===== src/rtl/pc_sequencer.sv =====
// pc_sequencer: control FSM that steers the program counter load interface.
//
// It decodes control-flow opcodes from the fetched instruction and resolves
// conditional branches against the ALU flags. It also keeps a return-address
// stack for CALL/RET, holds the PC while instruction memory stalls, and
// handles HALT/resume and stack faults.
//
// Ports
//   i_Clk          system clock, rising edge
//   i_Rst          synchronous reset, active-low
//   i_pc           current PC value
//   i_instr_valid  instruction memory output valid this cycle
//   i_instr_addr   address of the presented instruction
//   i_opcode       opcode of the presented instruction
//   i_target       branch/call target field
//   i_flag_z       ALU zero flag
//   i_flag_c       ALU carry flag
//   i_resume       level, leaves HALT
//   o_pc_load      PC load enable (hab_sal), combinational
//   o_pc_addr      PC load value (direc_sal), combinational
//   o_issue        presented non-control instruction accepted, combinational
//   o_flush        presented instruction squashed, combinational
//   o_halted       in HALT state, registered
//   o_fault        sticky stack overflow/underflow, registered
//   o_sp           return-stack occupancy, registered
module pc_sequencer #(
    parameter int AW        = 8,
    parameter int OPW       = 4,
    parameter int STK_DEPTH = 4
) (
    input  logic                           i_Clk,
    input  logic                           i_Rst,
    input  logic [AW-1:0]                  i_pc,
    input  logic                           i_instr_valid,
    input  logic [AW-1:0]                  i_instr_addr,
    input  logic [OPW-1:0]                 i_opcode,
    input  logic [AW-1:0]                  i_target,
    input  logic                           i_flag_z,
    input  logic                           i_flag_c,
    input  logic                           i_resume,
    output logic                           o_pc_load,
    output logic [AW-1:0]                  o_pc_addr,
    output logic                           o_issue,
    output logic                           o_flush,
    output logic                           o_halted,
    output logic                           o_fault,
    output logic [$clog2(STK_DEPTH):0]     o_sp
);

    localparam int IW  = $clog2(STK_DEPTH);
    localparam int SPW = IW + 1;

    localparam logic [OPW-1:0] OP_JMP  = OPW'(1);
    localparam logic [OPW-1:0] OP_JZ   = OPW'(2);
    localparam logic [OPW-1:0] OP_JNZ  = OPW'(3);
    localparam logic [OPW-1:0] OP_JC   = OPW'(4);
    localparam logic [OPW-1:0] OP_CALL = OPW'(5);
    localparam logic [OPW-1:0] OP_RET  = OPW'(6);
    localparam logic [OPW-1:0] OP_HALT = OPW'(7);

    typedef enum logic [1:0] {
        ST_RUN   = 2'd0,
        ST_FLUSH = 2'd1,
        ST_HALT  = 2'd2,
        ST_FAULT = 2'd3
    } state_t;

    state_t          state;
    state_t          state_nxt;
    logic [SPW-1:0]  sp;
    logic [SPW-1:0]  sp_dec;
    logic [AW-1:0]   stk [STK_DEPTH];
    logic [AW-1:0]   stk_top;
    logic            fault_q;

    logic            run_dec;
    logic            is_ctrl;
    logic            cond_taken;
    logic            stk_full;
    logic            stk_empty;
    logic            call_ok;
    logic            ret_ok;
    logic            stk_err;
    logic            redirect;

    logic            do_push;
    logic            do_pop;
    logic            set_fault;

    logic            pc_load;
    logic [AW-1:0]   pc_addr;
    logic            issue;
    logic            flush;

    // Shared decode of the presented instruction
    assign sp_dec     = sp - SPW'(1);
    assign stk_top    = stk[sp_dec[IW-1:0]];
    assign stk_full   = (sp == SPW'(STK_DEPTH));
    assign stk_empty  = (sp == '0);
    assign run_dec    = (state == ST_RUN) && i_instr_valid;

    assign cond_taken = (i_opcode == OP_JMP)
                      | ((i_opcode == OP_JZ)  &  i_flag_z)
                      | ((i_opcode == OP_JNZ) & ~i_flag_z)
                      | ((i_opcode == OP_JC)  &  i_flag_c);
    assign call_ok    = (i_opcode == OP_CALL) & ~stk_full;
    assign ret_ok     = (i_opcode == OP_RET)  & ~stk_empty;
    // Stack errors take priority over the redirect the opcode would cause
    assign stk_err    = ((i_opcode == OP_CALL) & stk_full)
                      | ((i_opcode == OP_RET)  & stk_empty);
    assign is_ctrl    = (i_opcode >= OP_JMP) && (i_opcode <= OP_HALT);
    assign redirect   = run_dec & (cond_taken | call_ok | ret_ok);

    // State register and stack
    always_ff @(posedge i_Clk) begin
        if (!i_Rst) begin
            state   <= ST_RUN;
            sp      <= '0;
            fault_q <= 1'b0;
            for (int i = 0; i < STK_DEPTH; i++) begin
                stk[i] <= '0;
            end
        end else begin
            state <= state_nxt;
            if (set_fault) begin
                fault_q <= 1'b1;
            end
            if (do_push) begin
                stk[sp[IW-1:0]] <= i_instr_addr + AW'(1);
                sp              <= sp + SPW'(1);
            end else if (do_pop) begin
                sp <= sp_dec;
            end
        end
    end

    // Next-state and stack control
    always_comb begin
        state_nxt = state;
        do_push   = 1'b0;
        do_pop    = 1'b0;
        set_fault = 1'b0;
        case (state)
            ST_RUN: begin
                if (i_instr_valid) begin
                    if (stk_err) begin
                        state_nxt = ST_FAULT;
                        set_fault = 1'b1;
                    end else if (cond_taken | call_ok | ret_ok) begin
                        state_nxt = ST_FLUSH;
                        do_push   = call_ok;
                        do_pop    = ret_ok;
                    end else if (i_opcode == OP_HALT) begin
                        state_nxt = ST_HALT;
                    end
                end
            end
            ST_FLUSH: state_nxt = ST_RUN;
            ST_HALT:  if (i_resume) state_nxt = ST_RUN;
            ST_FAULT: state_nxt = ST_FAULT;
            default:  state_nxt = ST_RUN;
        endcase
    end

    // PC steering outputs; a hold reloads the current PC to stop the increment
    always_comb begin
        pc_load = 1'b0;
        pc_addr = '0;
        issue   = 1'b0;
        flush   = 1'b0;
        case (state)
            ST_RUN: begin
                if (!i_instr_valid) begin
                    pc_load = 1'b1;
                    pc_addr = i_pc;
                end else if (redirect) begin
                    pc_load = 1'b1;
                    pc_addr = (i_opcode == OP_RET) ? stk_top : i_target;
                end else if (stk_err || (i_opcode == OP_HALT)) begin
                    pc_load = 1'b1;
                    pc_addr = i_pc;
                end else if (!is_ctrl) begin
                    issue = 1'b1;
                end
            end
            ST_FLUSH: flush = 1'b1;
            ST_HALT, ST_FAULT: begin
                pc_load = 1'b1;
                pc_addr = i_pc;
            end
            default: ;
        endcase
    end

    // Everything reads as zero while reset is asserted
    assign o_pc_load = i_Rst & pc_load;
    assign o_pc_addr = i_Rst ? pc_addr : '0;
    assign o_issue   = i_Rst & issue;
    assign o_flush   = i_Rst & flush;
    assign o_halted  = i_Rst & (state == ST_HALT);
    assign o_fault   = i_Rst & fault_q;
    assign o_sp      = i_Rst ? sp : '0;

endmodule


===== config.mk =====
export PLATFORM = sky130hd
export DESIGN_NAME = pc_sequencer
export DESIGN_NICKNAME = d
export VERILOG_FILES = /design/src/rtl/pc_sequencer.sv
export SDC_FILE = /design/constraint.sdc
export NUM_CORES = 1
export LEC_CHECK = 0
export CORE_MARGIN = 8
export CORE_UTILIZATION = 30
export DETAILED_ROUTE_END_ITERATION = 6
export PLACE_DENSITY = 0.61
export SLEW_MARGIN = 20
export SYNTH_ARGS = -nofsm -noshare
export SYNTH_HDL_FRONTEND = slang
export SYNTH_SLANG_ARGS = --single-unit

===== constraint.sdc =====
create_clock -name i_Clk -period 2.95 [get_ports i_Clk]
set_input_delay 0.59 -clock i_Clk [delete_from_list [all_inputs] [get_ports i_Clk]]
set_output_delay 0.59 -clock i_Clk [all_outputs]
set_load 0.02 [all_outputs]

==> results.cfg <==
[run_status]
run_status = complete, no violations

[cells_and_area]
area.growth.synth_to_final_pct = 41.9
drive_gt1_share_pct = 26.0
fin_cells = 388
fin_nets = 326
fill_cells = 748
antenna_cells = 0
multiInputGateArea_sq_um = 1130
regArea_sq_um = 1080
stdcell_area_sq_um = 3230

[power_and_ir_drop]
peakVddDrop_mv = 0.246
p_leak_nw = 1.27
powerDensity_nw_per_um2 = 423
power.total_mw = 1.37

[yosys]
synth_nets = 250
synth_edf_count = 32
syn_inst = 212
synth_area_sq_um = 2280
synth_cell_types = 50
synth-seq-area-share_pct = 47.5
yosysWarnings = 0
synthArstFlopShare_pct = 0
ys_ff_latch = 38
avgSynthCellArea_sq_um = 10.7
synth_flop_cell = edfxtp_1

[timing]
max_freq_mhz = 348
rsz0062_at_grt = yes
setup_viol = 0
finClkSkew_ns = 0.00647
hold_viol_final = 0
tightest_slew_ns = 0.409
setup_tns_ns = 0
min_period_over_period_pct = 97.5
slew_headroom_pct = 72.6
min_period_ns = 2.88
hold_slack_ns = 0.460
finalMaxSlewViolations = 0

[clock_network]
cts_buffers = 5
cts_sinks = 38
clock_latency_ns = 0.28
clockBufferDepth = 2
clk_pin_slew_ns = 0.08
cts_tree = built
cts_root_buffer = clkbuf_8
htreeDepth = 2

[setup_path]
cp_max_fo = 7
crit_required_ns = 2.36
cp-end-kind = primary output
cp.arrival_ns = 2.29
critPathLaunchType = input pin
critical_path_class = in2out

[route]
vias_per_cell = 4.79
wl_met1_mm = 2.66
wl_met2_mm = 2.73
highest_layer = met4
drt_pass1_iterations = 5
drt-total-wl_mm = 5.87
wl_met3_microns = 451
drt_iter0_drc = 85
drc_errors = 0
drtAntennaViolNets = 0
wl_per_cell_microns = 15.1
num_vias = 1859

[global_route]
track_usage_pct = 11.5
grt_pass1_wl_mm = 9.51
grt_pass1_vias = 1890
grt_overflow = 0
grt_max_degree = 14
antenna_found_initial = 0

[floorplan]
start_util_pct = 31.2
ios = 50
die_w_microns = 103
rows = 31
core_sq_um = 7290
fp.dieH_microns = 103
die-area_sq_um = 10600

[place]
hpwl_mm = 4.46
post_dp_cell_area_sq_um = 3050
gp_congestion = 0.761
io_buffer_count = 49
dp.cells = 379

[job]
drv_cap = 0

[worst_hold_path]
holdCritPathClass = reg2reg
## metrics by stage
stage	worst slack [ns]	utilization, %
2_1_floorplan	-0.0139	-
3_3_place_gp	-0.474	41.8
3_5_place_dp	-0.540	41.8
4_1_cts	0.0365	43.8
5_1_grt	-0.0297	44.3
6_report	0.0748	44.3
## registers in the layout (all words and copies together), names as in the netlist
name / count
state: 2
sp: 3
stk: 32
fault_q: 1
## repair_timing
item,in CTS,in global routing
endpoints found under the setup margin,9,10
gates resized for setup,50,11
endpoints found under the hold margin,0,0
buffers inserted,0,1
hold buffers,0,0
pin swaps,5,1
## cells in the mapped netlist, types with 4 or more instances
cell | number | share of area, %
dfxtp_1 | 6 | 5.3
inv_1 | 6 | 0.99
o21ai_1 | 8 | 1.8
nor2_1 | 40 | 6.6
mux2i_1 | 9 | 4.0
buf_2 | 4 | 0.88
xnor2_1 | 4 | 1.5
buf_6 | 4 | 2.0
o21ai_0 | 4 | 0.88
xor2_1 | 5 | 1.9
nand2b_1 | 4 | 1.1
clkbuf_1 | 4 | 0.66
and2_1 | 4 | 1.1
edfxtp_1 | 32 | 42
mux4_2 | 8 | 7.9
nand2_1 | 21 | 3.5
ha_1 | 4 | 2.2
nand3_1 | 4 | 0.88
or3_1 | 4 | 1.1
## per-layer routing
metal | vias up | global-route usage [%]
met5 | - | 0
met4 | 0 | 3.00
met3 | 2 | 2.97
met2 | 55 | 19.1
met1 | 893 | 14.5
li1 | 909 | -
## power breakdown
| part | switching, mW | internal (mW) | leakage [nW] |
|---|---|---|---|
| clock network | 0.187 | 0.339 | 0.0683 |
| registers | 0.00700 | 0.597 | 0.378 |
| logic | 0.112 | 0.124 | 0.828 |
## worst max-delay path, cell delays in order
cell and delay (ns):
clkdlybuf4s50_1 0.52, buf_4 0.15, nor4bb_4 0.32, buf_6 0.19, mux2i_1 0.27, o21ai_2 0.09
buf_4 0.16
## cell usage in the layout (no fill, tap or decap), drive strengths merged, types with 3 or more instances in the layout
| master | n |
|---|---|
| nand2 | 22 |
| ha | 4 |
| and2 | 4 |
| buf | 42 |
| clkdlybuf4s50 | 37 |
| dfxtp | 6 |
| xnor2 | 4 |
| inv | 6 |
| and3 | 3 |
| edfxtp | 32 |
| o21ai | 12 |
| mux4 | 8 |
| clkbuf | 5 |
| nand2b | 4 |
| mux2i | 9 |
| nor2 | 42 |
| or3 | 4 |
| xor2 | 5 |
| nand3 | 4 |
## area by class of cell
class | count | area share, %
clock inverter | 3 | 2.13
tap | 99 | 3.83
inverter | 7 | 0.813
timing repair buffer | 82 | 22.5
multi-input combinational | 154 | 35.1
clock buffer | 5 | 2.13
sequential | 38 | 33.5
## worst paths after layout
check | start | to | slack (ns) | cells past startpoint
max | i_opcode[2] | o_pc_addr[6] | 0.07 | 7
min | fault_q$_SDFFE_PN0P_ | fault_q$_SDFFE_PN0P_ | 0.46 | 1
max reg2reg | state[0]$_SDFFE_PN0P_ | stk[1][2]$_SDFFCE_PN0P_ | 0.96 | 7
min reg2reg | fault_q$_SDFFE_PN0P_ | fault_q$_SDFFE_PN0P_ | 0.46 | 1
## kinds of logic (layout without fill, tap and decap cells)
logic type | count (synthesis) | after routing | synth area share, %
simple gates | 96 | 96 | 21.3
flops | 38 | 38 | 47.5
compound gates | 28 | 28 | 8.68
buf+inv | 20 | 97 | 5.00
mux | 17 | 17 | 11.9
xor+xnor | 9 | 9 | 3.46
fa+ha+maj | 4 | 4 | 2.20
Power figures use the tool's default switching activity.
